**src/rtl/vga_timing_pkg.sv**
```systemverilog
// Shared VGA 800x600@60 timing constants and derived sync window bounds.
package vga_timing_pkg;

  localparam int unsigned CNT_W     = 11;
  localparam int unsigned CNT_LIMIT = 2047;

  localparam int unsigned DEF_H_VISIBLE = 800;
  localparam int unsigned DEF_H_FRONT   = 40;
  localparam int unsigned DEF_H_SYNC    = 128;
  localparam int unsigned DEF_H_BACK    = 88;
  localparam int unsigned DEF_H_TOTAL   = DEF_H_VISIBLE + DEF_H_FRONT + DEF_H_SYNC + DEF_H_BACK;

  localparam int unsigned DEF_V_VISIBLE = 600;
  localparam int unsigned DEF_V_FRONT   = 1;
  localparam int unsigned DEF_V_SYNC    = 4;
  localparam int unsigned DEF_V_BACK    = 23;
  localparam int unsigned DEF_V_TOTAL   = DEF_V_VISIBLE + DEF_V_FRONT + DEF_V_SYNC + DEF_V_BACK;

  localparam bit DEF_H_POL = 1'b1;
  localparam bit DEF_V_POL = 1'b1;

  // Sync windows are half-open: [START, END)
  localparam int unsigned DEF_H_SYNC_START = DEF_H_VISIBLE + DEF_H_FRONT;
  localparam int unsigned DEF_H_SYNC_END   = DEF_H_SYNC_START + DEF_H_SYNC;
  localparam int unsigned DEF_V_SYNC_START = DEF_V_VISIBLE + DEF_V_FRONT;
  localparam int unsigned DEF_V_SYNC_END   = DEF_V_SYNC_START + DEF_V_SYNC;

endpackage

```
**src/rtl/vga_timing_axis.sv**
```systemverilog
// One raster axis: wrapping counter with blanking and sync flags derived from the next count.
module vga_timing_axis
  import vga_timing_pkg::*;
#(
  parameter int unsigned VISIBLE = DEF_H_VISIBLE,
  parameter int unsigned FRONT   = DEF_H_FRONT,
  parameter int unsigned SYNC    = DEF_H_SYNC,
  parameter int unsigned BACK    = DEF_H_BACK,
  parameter bit          POL     = 1'b1
) (
  input  logic             clk,
  input  logic             rst,
  input  logic             step,
  output logic [CNT_W-1:0] count,
  output logic             wrap_c,
  output logic             blnk,
  output logic             sync
);

  localparam int unsigned TOTAL = VISIBLE + FRONT + SYNC + BACK;

  localparam logic [CNT_W-1:0] LAST     = CNT_W'(TOTAL - 1);
  localparam logic [CNT_W-1:0] VIS_END  = CNT_W'(VISIBLE);
  localparam logic [CNT_W-1:0] SYNC_LO  = CNT_W'(VISIBLE + FRONT);
  localparam logic [CNT_W-1:0] SYNC_HI  = CNT_W'(VISIBLE + FRONT + SYNC);

  if (TOTAL > CNT_LIMIT) begin : g_total_check
    $error("vga_timing_axis: TOTAL exceeds 11-bit counter range");
  end

  logic [CNT_W-1:0] next_count;

  assign wrap_c = step && (count == LAST);

  // Next count: advance on step, wrap from the last position
  always_comb begin
    next_count = count;
    if (step) begin
      next_count = (count == LAST) ? '0 : count + CNT_W'(1);
    end
  end

  // Count and its flags registered together so they stay coherent
  always_ff @(posedge clk or posedge rst) begin
    if (rst) begin
      count <= '0;
      blnk  <= 1'b0;
      sync  <= ~POL;
    end else begin
      count <= next_count;
      blnk  <= (next_count >= VIS_END);
      sync  <= ((next_count >= SYNC_LO) && (next_count < SYNC_HI)) ? POL : ~POL;
    end
  end

endmodule

```
**src/rtl/vga_timing.sv**
```systemverilog
// VGA raster generator: horizontal and vertical axes plus line/frame start pulses.
module vga_timing
  import vga_timing_pkg::*;
#(
  parameter int unsigned H_VISIBLE = DEF_H_VISIBLE,
  parameter int unsigned H_FRONT   = DEF_H_FRONT,
  parameter int unsigned H_SYNC    = DEF_H_SYNC,
  parameter int unsigned H_BACK    = DEF_H_BACK,
  parameter int unsigned V_VISIBLE = DEF_V_VISIBLE,
  parameter int unsigned V_FRONT   = DEF_V_FRONT,
  parameter int unsigned V_SYNC    = DEF_V_SYNC,
  parameter int unsigned V_BACK    = DEF_V_BACK,
  parameter bit          H_POL     = DEF_H_POL,
  parameter bit          V_POL     = DEF_V_POL
) (
  input  logic             pclk,
  input  logic             rst,
  input  logic             en,
  output logic [CNT_W-1:0] hcount,
  output logic             hsync,
  output logic             hblnk,
  output logic [CNT_W-1:0] vcount,
  output logic             vsync,
  output logic             vblnk,
  output logic             frame_start,
  output logic             line_start
);

  logic h_wrap_c;
  logic v_wrap_c;
  logic v_step_c;

  assign v_step_c = en && h_wrap_c;

  vga_timing_axis #(
    .VISIBLE (H_VISIBLE),
    .FRONT   (H_FRONT),
    .SYNC    (H_SYNC),
    .BACK    (H_BACK),
    .POL     (H_POL)
  ) u_h_axis (
    .clk    (pclk),
    .rst    (rst),
    .step   (en),
    .count  (hcount),
    .wrap_c (h_wrap_c),
    .blnk   (hblnk),
    .sync   (hsync)
  );

  vga_timing_axis #(
    .VISIBLE (V_VISIBLE),
    .FRONT   (V_FRONT),
    .SYNC    (V_SYNC),
    .BACK    (V_BACK),
    .POL     (V_POL)
  ) u_v_axis (
    .clk    (pclk),
    .rst    (rst),
    .step   (v_step_c),
    .count  (vcount),
    .wrap_c (v_wrap_c),
    .blnk   (vblnk),
    .sync   (vsync)
  );

  // Pulses mark the cycle in which the registered counts land on 0; they clear when idle
  always_ff @(posedge pclk or posedge rst) begin
    if (rst) begin
      line_start  <= 1'b0;
      frame_start <= 1'b0;
    end else begin
      line_start  <= h_wrap_c;
      frame_start <= v_wrap_c;
    end
  end

endmodule

```
**config.mk**
```make
export PLATFORM = sky130hd
export DESIGN_NAME = vga_timing
export DESIGN_NICKNAME = d
export VERILOG_FILES = /design/src/rtl/vga_timing_pkg.sv /design/src/rtl/vga_timing_axis.sv /design/src/rtl/vga_timing.sv
export SDC_FILE = /design/constraint.sdc
export NUM_CORES = 1
export LEC_CHECK = 0
export BUFFER_PORTS_ARGS = -buffer_cell sky130_fd_sc_hd__buf_2
export CAP_MARGIN = 20
export CORE_MARGIN = 2
export CORE_UTILIZATION = 54
export CTS_CLUSTER_SIZE = 25
export DETAILED_ROUTE_END_ITERATION = 6
export PLACE_DENSITY = 0.8
export SLEW_MARGIN = 40
export SYNTH_ARGS = -nofsm -noshare
export SYNTH_HDL_FRONTEND = slang
export SYNTH_SLANG_ARGS = --single-unit
export TNS_END_PERCENT = 1
```
**constraint.sdc**
```tcl
create_clock -name pclk -period 3.2 [get_ports pclk]
set_clock_uncertainty 0.15 [all_clocks]
set_input_delay 0.48 -clock pclk [delete_from_list [all_inputs] [get_ports pclk]]
set_output_delay 0.48 -clock pclk [all_outputs]
set_load 0.05 [all_outputs]
```
==> metrics.md, run 1 <==
| Metric | Value |
|---|---|
| Outcome | `completed` |
| Design area | `1790 sq um` |
| Die X | `58.3 um` |
| Clk slew on worst S/H paths | `0.15 ns` |
| Register area | `701 sq um` |
| Arrival @ worst endpoint | `2.96 ns` |
| Synth Area per Inst | `9.14 sq um` |
| Ports | `31` |
| Worst r2r dst | `u_v_axis.sync` |
| Initial antenna violation count | `0` |
| Largest vdd supply drop | `0.000743 V` |
| GR Overflow Total | `0` |
| Hold Path Class | `input port to async pin` |
| GR Util met1 | `0.293` |
| Least-Margin Pin Slew | `0.579 ns` |
| DPL Wire Length | `2400 um` |
| # DRC | `0` |
| Worst setup path category | `flop to flop` |
| Reg-to-Reg Start | `u_h_axis.count[5]` |
| Period utilization | `0.890` |
| CTS Buf Count | `3` |
| Most frequent CP cell | `a211oi_2` |
| R2r setup slk | `0.35 ns` |
| Clock Path Buffers | `2` |
| Synth Instances | `174` |
| Register area share after synthesis | `0.441` |
| GR Util met2 | `0.327` |
| Clk_lat worst skew | `0.34 ns` |
| Synth top area cells | `dfrtp_1 (44%), xnor2_1 (4.4%), o21ai_0 (4.1%), nor2_1 (3.8%), nand4_1 (3.5%)` |
| Post_cts resized | `0` |
| First-pass GRT wire length | `5600 um` |
| R2R depth | `7` |
| Count of cell types in the netlist | `43` |
| Largest area contributor in the netlist | `dfrtp_1` |
| Final wirelength | `3390 um` |
| WP buf/inv | `1` |
| Endpoints failing hold | `0` |
| H-tree depth | `1` |
| Yosys top cell area share | `0.441` |
| Count leader, synth | `dfrtp_1` |
| Final-report max-slew violation count | `0` |
| Leak | `0.837 nW` |
| # setup viols final | `0` |
| Multi-input combinational cell area | `816 sq um` |
| Fill cells | `235` |
| CTS tree | `done` |
| Area grow syn2layout | `12.4%` |
| Ys flop type | `dfrtp_1` |
| Layout cells sized above 1 | `0.212` |
| Syn Nets | `179` |
| Vias post-DR | `1403` |
| Starting DRT DRC Count | `49` |
| FF+latch count, synth | `28` |
| Routed Antenna Nets | `0` |
| Busiest grt layer | `met2` |
| Number of flops mapped to enable cells by yosys | `0` |
| Initial Util | `0.572` |
| Drt via density | `6.13` |
| Worst path max stage delay | `0.55 ns` |
| Die Height | `58.3 um` |
| Port Buf Inserts | `30` |
| Pwr per Cell Area | `578 nW/um^2` |
| Diode count | `0` |
| Worst Setup Start Kind | `flop` |
| Ys Warns | `0` |
| Final Net Count | `204` |
| Crit-path max FO | `14` |
| Largest net degree at the start of global routing | `29` |
| Critical path cell sequence | `or4b_1, or4_1, buf_4, o31a_1, a211oi_2, nand4_1, a211oi_2` |
| RSZ-0062 raised after global routing | `no` |
| Row count | `19` |
| FMAX | `0.351 GHz` |
| Synth Cell Area | `1590 sq um` |
| RD Place Congestion | `0.863` |
| Req. time, crit path | `3.32 ns` |
| Die area | `3390 sq um` |
| TNS Setup | `0 ns` |
| Synth top cells by count | `dfrtp_1 (28), nor2_1 (16), nand2_1 (14)` |
| Final min period | `2.85 ns` |
| Max-cap violations | `0` |
| GR Util All Layers | `0.212` |
| DP Area | `1740 sq um` |
| Initial DRT Pass Iterations | `4` |
| Post-CTS Hold Fix Bufs | `0` |
| Met3 Use GR | `0.0357` |
| CP top delay family | `simple AND/OR/NAND/NOR gates` |
| Crit. End Element | `flop` |
| Worst rel slew slack | `0.613` |
| Slowest cell on the critical path | `or4b_1` |
| Clock Sinks | `28` |
| Setup Fix Bufs, Post-CTS | `0` |
| Vias in the first global route | `1259` |
| Clk root buf | `clkbuf_4` |
| Core Area | `2780 sq um` |
| WL/cell | `14.8 um` |
| Async set-or-reset flop fraction in the synthesized netlist | `1.00` |
[where the power goes]
part	total, mW	switching (mW)	internal [mW]
logic	0.336	0.241	0.0950
registers	0.463	0.0660	0.397
clock network	0.235	0.108	0.127
[routing by layer]
metal | vias to the layer above | share of wire
li1 | 683 | -
met1 | 681 | 0.48
met2 | 34 | 0.47
met3 | 5 | 0.038
met4 | 0 | 0.014
met5 | - | 0
[worst max path at each step]
stage | from | endpoint | slack, ns | cells past startpoint
2_1_floorplan | u_h_axis.count[0] | u_v_axis.sync | 0.42 | 10
3_3_place_gp | u_h_axis.count[5] | u_v_axis.sync | 0.50 | 7
3_5_place_dp | u_h_axis.count[5] | u_v_axis.sync | 0.42 | 7
4_1_cts | u_h_axis.count[5] | u_v_axis.sync | 0.39 | 7
5_1_grt | u_h_axis.count[5] | u_v_axis.sync | 0.23 | 7
6_report | u_h_axis.count[5] | u_v_axis.sync | 0.35 | 7
[metrics by stage]
stage	util	power (mW)	std cells	hold slack (ns)	setup WS [ns]
after floorplan	-	0.724	174	0.395	0.422
after global placement	0.624	0.794	225	0.364	0.505
after detailed placement	0.624	0.806	225	0.393	0.421
after CTS	0.643	1.04	229	0.0429	0.386
after global routing	0.643	1.08	229	0.0586	0.233
final	0.643	1.03	229	0.0283	0.352
[worst register-to-register path: cells and delay by family, from the launching register on]
family,cells,cell delay [ns]
buffers and inverters,1,0.22
AOI/OAI and AO/OA,3,0.75
DFF,1,0.49
and+or+nand+nor,3,1.16
[cells by family after synthesis]
logic type                 share of synthesized area
AOI/OAI and AO/OA                              0.179
DFF                                            0.441
buffers and inverters                         0.0464
muxes                                         0.0126
xor gates and xnor gates                      0.0771
adders and majority gates                     0.0157
and+or+nand+nor                                0.229
[sequential cells by signal, indices dropped and copies added (netlist names)]
name / count
u_h_axis.count: 11
u_v_axis.count: 11
frame_start: 1
line_start: 1
u_h_axis.blnk: 1
u_h_axis.sync: 1
u_v_axis.blnk: 1
u_v_axis.sync: 1
[placed cells by master, fill, tap and decap left out, types with 4 or more instances in the layout]
cell type and instances:
buf_2 30, dfrtp_1 28, nor2_1 16, nand2_1 14, o21ai_0 13, nand4_1 9, xnor2_1 8, nor3_1 7
nand3_1 6, xor2_1 6, a21oi_1 6, inv_1 4, a31oi_1 4
[area by class of cell]
| cell class | count | area share |
|---|---|---|
| clock buffers | 3 | 0.0126 |
| repair buffers | 31 | 0.0882 |
| well taps | 31 | 0.0217 |
| inverters | 6 | 0.0126 |
| multi-input cells | 129 | 0.456 |
| flip-flops and latches | 28 | 0.392 |
| clock inverters | 1 | 0.0168 |
(Power assumes the default switching activity.)
==> inputs of run 2 (changes only) <==
--- a/config.mk
+++ b/config.mk
@@ -11,7 +11,9 @@
 export CORE_UTILIZATION = 54
 export CTS_CLUSTER_SIZE = 25
 export DETAILED_ROUTE_END_ITERATION = 6
+export HOLD_SLACK_MARGIN = 0.08
 export PLACE_DENSITY = 0.8
+export RECOVER_POWER = 25
 export SLEW_MARGIN = 40
 export SYNTH_ARGS = -nofsm -noshare
 export SYNTH_HDL_FRONTEND = slang
==> run 2 against run 1 <==
Compared with the run above: die area did not move; critical path depth stayed put; clock-buffer cell count is the same; hold slack gained 0.26 ns; global-route usage about the same; power up 0.22%; flip-flop and latch count unchanged; first-iteration DRC count increased by 24%.
==> metrics.md, run 2 (same netlist as run 1, synthesis figures left out) <==
| Metric | Value |
|---|---|
| DP Area | `1740 sq um (unchanged)` |
| Clk root buf | `clkbuf_4` |
| Power, Total | `1.04 mW (+0.22%)` |
| Outcome | `completed` |
| Clk slew on worst S/H paths | `0.15 ns (about the same)` |
| DPL Wire Length | `2400 um (unchanged)` |
| H-tree depth | `1 (unchanged)` |
| Endpoints failing hold | `0 (unchanged)` |
| Core Area | `2780 sq um (unchanged)` |
| Largest vdd supply drop | `0.000743 V (about the same)` |
| RD Place Congestion | `0.863 (unchanged)` |
| Final hold slack | `0.290 ns (+0.261 ns)` |
| Initial antenna violation count | `0 (unchanged)` |
| Top Registers | `u_h_axis.count (11), u_v_axis.count (11)` |
| Design area | `1800 sq um (+0.56%)` |
| # DRC | `0 (unchanged)` |
| Ports | `31 (unchanged)` |
| Leak | `0.843 nW (+0.63%)` |
| Layout cells sized above 1 | `0.206 (-0.00609)` |
| Hold Path Class | `input port to flop` |
| Req. time, crit path | `3.31 ns (about the same)` |
| Period utilization | `0.884 (-0.00647)` |
| Final-report max-slew violation count | `0 (unchanged)` |
| GR Overflow Total | `0 (unchanged)` |
| Hold Path Stages | `3` |
| Setup Fix Bufs, Post-CTS | `0 (unchanged)` |
| Row count | `19 (unchanged)` |
| FMAX | `0.354 GHz (+0.73%)` |
| GR Util All Layers | `0.213 (+0.000470)` |
| CTS tree | `done` |
| Worst Setup Start Kind | `flop` |
| # setup viols final | `0 (unchanged)` |
| Crit-path max FO | `14 (unchanged)` |
| Vias in the first global route | `1275 (+1.3%)` |
| Largest net degree at the start of global routing | `29 (unchanged)` |
| Initial Util | `0.572 (unchanged)` |
| Clock Sinks | `28 (unchanged)` |
| Pwr per Cell Area | `576 nW/um^2 (-0.34%)` |
| Max-cap violations | `0 (unchanged)` |
| Final Net Count | `205 (+0.49%)` |
| Drt via density | `6.08 (-0.72%)` |
| Worst rel slew slack | `0.308 (-0.305)` |
| Vias post-DR | `1399 (-0.29%)` |
| Post_cts resized | `0 (unchanged)` |
| Crit. End Element | `flop` |
| R2R depth | `7 (unchanged)` |
| Clock Path Buffers | `2 (unchanged)` |
| Routed Antenna Nets | `0 (unchanged)` |
| RSZ-0062 raised after global routing | `no` |
| Arrival @ worst endpoint | `2.94 ns (-0.02 ns)` |
| Die X | `58.3 um (unchanged)` |
| Port Buf Inserts | `30 (unchanged)` |
| First-pass GRT wire length | `5610 um (+0.25%)` |
| Final min period | `2.83 ns (-0.0207 ns)` |
| Starting DRT DRC Count | `61 (+24%)` |
| Worst setup path category | `flop to flop` |
| Die Height | `58.3 um (unchanged)` |
| Diode count | `0 (unchanged)` |
| CTS Buf Count | `3 (unchanged)` |
| WL/cell | `14.7 um (-0.88%)` |
| Area grow syn2layout | `13.1%` |
| Least-Margin Pin Slew | `1.04 ns (+0.457 ns)` |
| Clk_lat worst skew | `0.34 ns (about the same)` |
| Commonest non-fill, non-tap cells in the layout | `buf_2 (30), dfrtp_1 (28), nor2_1 (16)` |
| Commonest non-fill, non-tap cell in the layout | `buf_2` |
| Die area | `3390 sq um (unchanged)` |
| Final wirelength | `3370 um (-0.44%)` |
| TNS Setup | `0 ns (unchanged)` |
| Fill cells | `234 (-0.43%)` |
| Initial DRT Pass Iterations | `4 (unchanged)` |
-- run 2: changes by cell type in the layout (fill, tap and decap cells not counted) --
cell,change
dlygate4sd3_1,+1
inv_1,+1
inv_2,-1
-- run 2: final timing paths --
check / from / endpoint / slack [ns]
max: u_h_axis.count[5] / u_v_axis.sync / 0.37
min: en / u_h_axis.count[2] / 0.29
max reg2reg: u_h_axis.count[5] / u_v_axis.sync / 0.37
min reg2reg: u_h_axis.count[2] / u_h_axis.count[2] / 0.41
max in group asynchronous: rst / u_h_axis.count[6] / 1.52
min in group asynchronous: rst / u_v_axis.count[10] / 0.76
-- run 2: layout make-up --
class	instances	area, sq um	area share
Clock buffer	3	22.5	0.0125
Clock inverter	1	30.0	0.0167
Inverter	6	22.5	0.0125
Multi-Input combinational cell	129	816	0.454
Sequential cell	28	701	0.390
Tap cell	31	38.8	0.0216
Timing Repair Buffer	32	168	0.0933
-- run 2: power by group --
part / switching (mW) / internal [mW] / total, mW
sequential: 0.0662 / 0.397 / 0.463
combinational: 0.241 / 0.0958 / 0.337
clock: 0.109 / 0.127 / 0.236
total: 0.416 / 0.619 / 1.04
-- run 2: through the flow --
stage | cells | utilization | worst slack (ns)
floorplan | 174 | - | 0.422
global placement | 225 | 0.624 | 0.505
detailed placement | 225 | 0.624 | 0.421
CTS | 230 | 0.646 | 0.386
global route | 230 | 0.646 | 0.233
finish | 230 | 0.646 | 0.372
-- run 2: routing by layer --
metal / vias to the layer above / global-route usage / routed length [um]
met5: - / 0 / 0
met4: 0 / 0.0963 / 46
met3: 5 / 0.0357 / 161
met2: 44 / 0.331 / 1590
met1: 663 / 0.291 / 1570
li1: 687 / - / -
-- run 2: repair_timing --
action | 4_1_cts | 5_1_grt
hold buffers | 1 | 0
hold endpoints to repair | 28 | 0
endpoints found under the setup margin | 0 | 0
-- run 2: critical path, cell delays in order (launching register included) --
cell and delay [ns]:
dfrtp_1 0.49, or4b_1 0.55, or4_1 0.46, buf_4 0.22
o31a_1 0.33, a211oi_2 0.24, nand4_1 0.14, a211oi_2 0.17
==> inputs of run 3 (changes only) <==
--- a/config.mk
+++ b/config.mk
@@ -8,14 +8,15 @@
 export BUFFER_PORTS_ARGS = -buffer_cell sky130_fd_sc_hd__buf_2
 export CAP_MARGIN = 20
 export CORE_MARGIN = 2
-export CORE_UTILIZATION = 54
+export CORE_UTILIZATION = 55
 export CTS_CLUSTER_SIZE = 25
 export DETAILED_ROUTE_END_ITERATION = 6
 export HOLD_SLACK_MARGIN = 0.08
-export PLACE_DENSITY = 0.8
+export PLACE_DENSITY = 0.81
 export RECOVER_POWER = 25
 export SLEW_MARGIN = 40
 export SYNTH_ARGS = -nofsm -noshare
 export SYNTH_HDL_FRONTEND = slang
+export SYNTH_HIERARCHICAL = 1
 export SYNTH_SLANG_ARGS = --single-unit
 export TNS_END_PERCENT = 1
==> run 3 against run 2 <==
Compared with the run above: combinational power increased by 19%; register-to-register slack got worse by 0.33 ns; non-clock buffer count rose by 7; clock-buffer cell count is 1 higher; flip-flop and latch count stayed put; synthesized area up 7.9%; via count rose by 6.0%; critical path type unchanged; critical endpoint is now u_v_axis/blnk; highest routed layer unchanged.
==> metrics.md, run 3 <==
| Metric | Value |
|---|---|
| Clock power share | `0.147 (-0.081)` |
| Period utilization | `0.988 (+0.104)` |
| Ys Warns | `6 (+6)` |
| Hold Path Class | `input port to flop` |
| Final wirelength | `3850 um (+14%)` |
| Fin cells | `245 (+6.5%)` |
| DP Area | `1870 sq um (+7.7%)` |
| Arrival @ worst endpoint | `3.26 ns (+0.32 ns)` |
| Gate power share | `0.390 (+0.065)` |
| Initial antenna violation count | `0 (unchanged)` |
| Number of flops mapped to enable cells by yosys | `0 (unchanged)` |
| Final Net Count | `218 (+6.3%)` |
| Diode count | `0 (unchanged)` |
| Syn Nets | `184 (+2.8%)` |
| Initial DRT Pass Iterations | `4 (unchanged)` |
| CTS Buf Count | `3 (unchanged)` |
| Initial Util | `0.571 (about the same)` |
| Die X | `59.8 um (+2.7%)` |
| Core Area | `3000 sq um (+8.0%)` |
| Design area | `1940 sq um (+8.0%)` |
| Commonest non-fill, non-tap cell in the layout | `buf_2` |
| Synth Cell Area | `1720 sq um (+7.9%)` |
| Pwr per Cell Area | `528 nW/um^2 (-8.4%)` |
| RSZ-0062 raised after global routing | `yes` |
| Worst rel slew slack | `0.639 (+0.330)` |
| Commonest non-fill, non-tap cells in the layout | `buf_2 (29), dfrtp_1 (24), nor2_1 (16)` |
| Net Sw Power | `0.461 mW (+11%)` |
| Die area | `3580 sq um (+5.5%)` |
| Flop pwr share | `0.463 (+0.016)` |
| Register area share after synthesis | `0.408 (-0.0321)` |
| Req. time, crit path | `3.30 ns (about the same)` |
| Placed cells | `235 (+4.4%)` |
| Count of cell types in the netlist | `58 (+35%)` |
| Final min period | `3.16 ns (+0.334 ns)` |
| # DRC | `0 (unchanged)` |
| Crit-path max FO | `5 (-9)` |
| Port Buf Inserts | `30 (unchanged)` |
| Pint | `0.563 mW (-9.1%)` |
| Final hold slack | `0.326 ns (+0.0368 ns)` |
| Clock Path Buffers | `2 (unchanged)` |
| Count leader, synth | `dfrtp_1` |
| GR Util All Layers | `0.224 (+0.0110)` |
| Layout cells sized above 1 | `0.292 (+0.0864)` |
| Synth Instances | `179 (+2.9%)` |
| Routed Antenna Nets | `0 (unchanged)` |
| # setup viols final | `0 (unchanged)` |
| Starting DRT DRC Count | `78 (+28%)` |
| Crit. End Element | `flop` |
| Synth Area per Inst | `9.58 sq um (+4.9%)` |
| Largest area contributor in the netlist | `dfrtp_1` |
| Final-report max-slew violation count | `0 (unchanged)` |
| Sw frac | `0.450 (+0.0482)` |
| Outcome | `completed` |
| Vias post-DR | `1483 (+6.0%)` |
| Largest vdd supply drop | `0.000704 V (-5.2%)` |
| First-pass GRT wire length | `6020 um (+7.3%)` |
| Area grow syn2layout | `13.2%` |
| Ports | `31 (unchanged)` |
| Clk root buf | `clkbuf_4` |
| Power, Total | `1.02 mW (-1.1%)` |
| GR Overflow Total | `0 (unchanged)` |
| FMAX | `0.316 GHz (-11%)` |
| Leak | `0.918 nW (+8.9%)` |
| Endpoints failing hold | `0 (unchanged)` |
| FF+latch count, synth | `28 (unchanged)` |
| Clk slew on worst S/H paths | `0.14 ns (about the same)` |
| Synth top cells by count | `dfrtp_1 (28), nand2_1 (16), nor2_1 (16)` |
| Vias in the first global route | `1315 (+3.1%)` |
| Worst setup path category | `flop to flop` |
| Row count | `20 (+1)` |
| DPL Wire Length | `2760 um (+15%)` |
| Synth top area cells | `dfrtp_1 (41%), xnor2_1 (7.1%), nand2_1 (3.5%), nor2_1 (3.5%), inv_1 (2.8%)` |
| WL/cell | `15.7 um (+7.2%)` |
| Drt via density | `6.05 (-0.49%)` |
| Clock Sinks | `28 (unchanged)` |
| Die Height | `59.8 um (+2.7%)` |
| Clk_lat worst skew | `0.33 ns (about the same)` |
| Least-Margin Pin Slew | `0.542 ns (-0.494 ns)` |
| Yosys top cell area share | `0.408 (-0.0321)` |
| Worst Setup Start Kind | `flop` |
| Post_cts resized | `0 (unchanged)` |
| RD Place Congestion | `0.875 (+1.4%)` |
| CTS tree | `done` |
| Top Registers | `u_h_axis/count (11), u_v_axis/count (11)` |
| Async set-or-reset flop fraction in the synthesized netlist | `1.00 (unchanged)` |
| H-tree depth | `1 (unchanged)` |
| Ys flop type | `dfrtp_1` |
| Max-cap violations | `0 (unchanged)` |
| Final core utilization | `0.647 (about the same)` |
| Largest net degree at the start of global routing | `16 (-45%)` |
-- run 3: worst paths after layout --
kind	depth (start not counted)	to	slack, ns	start
max	9	u_v_axis/blnk	0.04	u_h_axis/count[9]
min reg2reg	1	u_h_axis/count[8]	0.39	u_h_axis/count[8]
max in group asynchronous	3	u_h_axis/count[10]	1.93	rst
min in group asynchronous	3	frame_start	0.39	rst
min	3	u_h_axis/count[2]	0.33	en
max reg2reg	9	u_v_axis/blnk	0.04	u_h_axis/count[9]
-- run 3: per-stage QoR --
stage,TNS (ns),setup slack [ns]
finish,0,0.0382
global placement,0,0.161
global route,-0.0151,-0.0151
detailed placement,0,0.0189
CTS,0,0.0447
floorplan,-0.00507,-0.00507
-- run 3: power by group through the flow --
stage                     Clock, mW  Sequential (mW)  Combinational (mW)
after floorplan                   0            0.592               0.221
after global placement            0            0.474               0.389
after detailed placement          0            0.480               0.397
after CTS                     0.159            0.472               0.401
after global routing          0.174            0.484               0.428
final                         0.151            0.474               0.400
-- run 3: routing by layer --
metal,vias to the layer above,track usage,routed length (um)
li1,702,-,-
met1,714,0.295,1730
met2,59,0.363,1860
met3,8,0.0303,191
met4,0,0.102,69
met5,-,0,0
-- run 3: worst max-delay path: stages (launching register included) --
cell       delay (ns)
dfrtp_2          0.45
or4b_4           0.55
nor3_4           0.24
nor3b_4          0.22
and2_4           0.20
nand2_2          0.06
or4_1            0.50
a21o_4           0.24
o2111ai_2        0.23
a2bb2oi_1        0.23
-- run 3: kinds of logic after synthesis --
family          share of synthesized area
simple gates                        0.270
compound gates                      0.128
flops                               0.408
buf+inv                            0.0795
xor+xnor                           0.0817
fa+ha+maj                          0.0146
mux                                0.0175
-- run 3: area by class of cell --
cell class / instances / area (sq um)
Inverter: 13 / 48.8
Multi-Input combinational cell: 128 / 901
Sequential cell: 28 / 706
Tap cell: 33 / 41.3
Clock buffer: 4 / 26.3
Timing Repair Buffer: 39 / 219
Fill cell: 263 / 1060
-- run 3: repair_timing --
| action | CTS | global route |
|---|---|---|
| hold endpoints to repair | 28 | 0 |
| setup buffers | 3 | 2 |
| hold buffers | 1 | 0 |
| pin swaps | 1 | 0 |
| setup endpoints to repair | 1 | 2 |
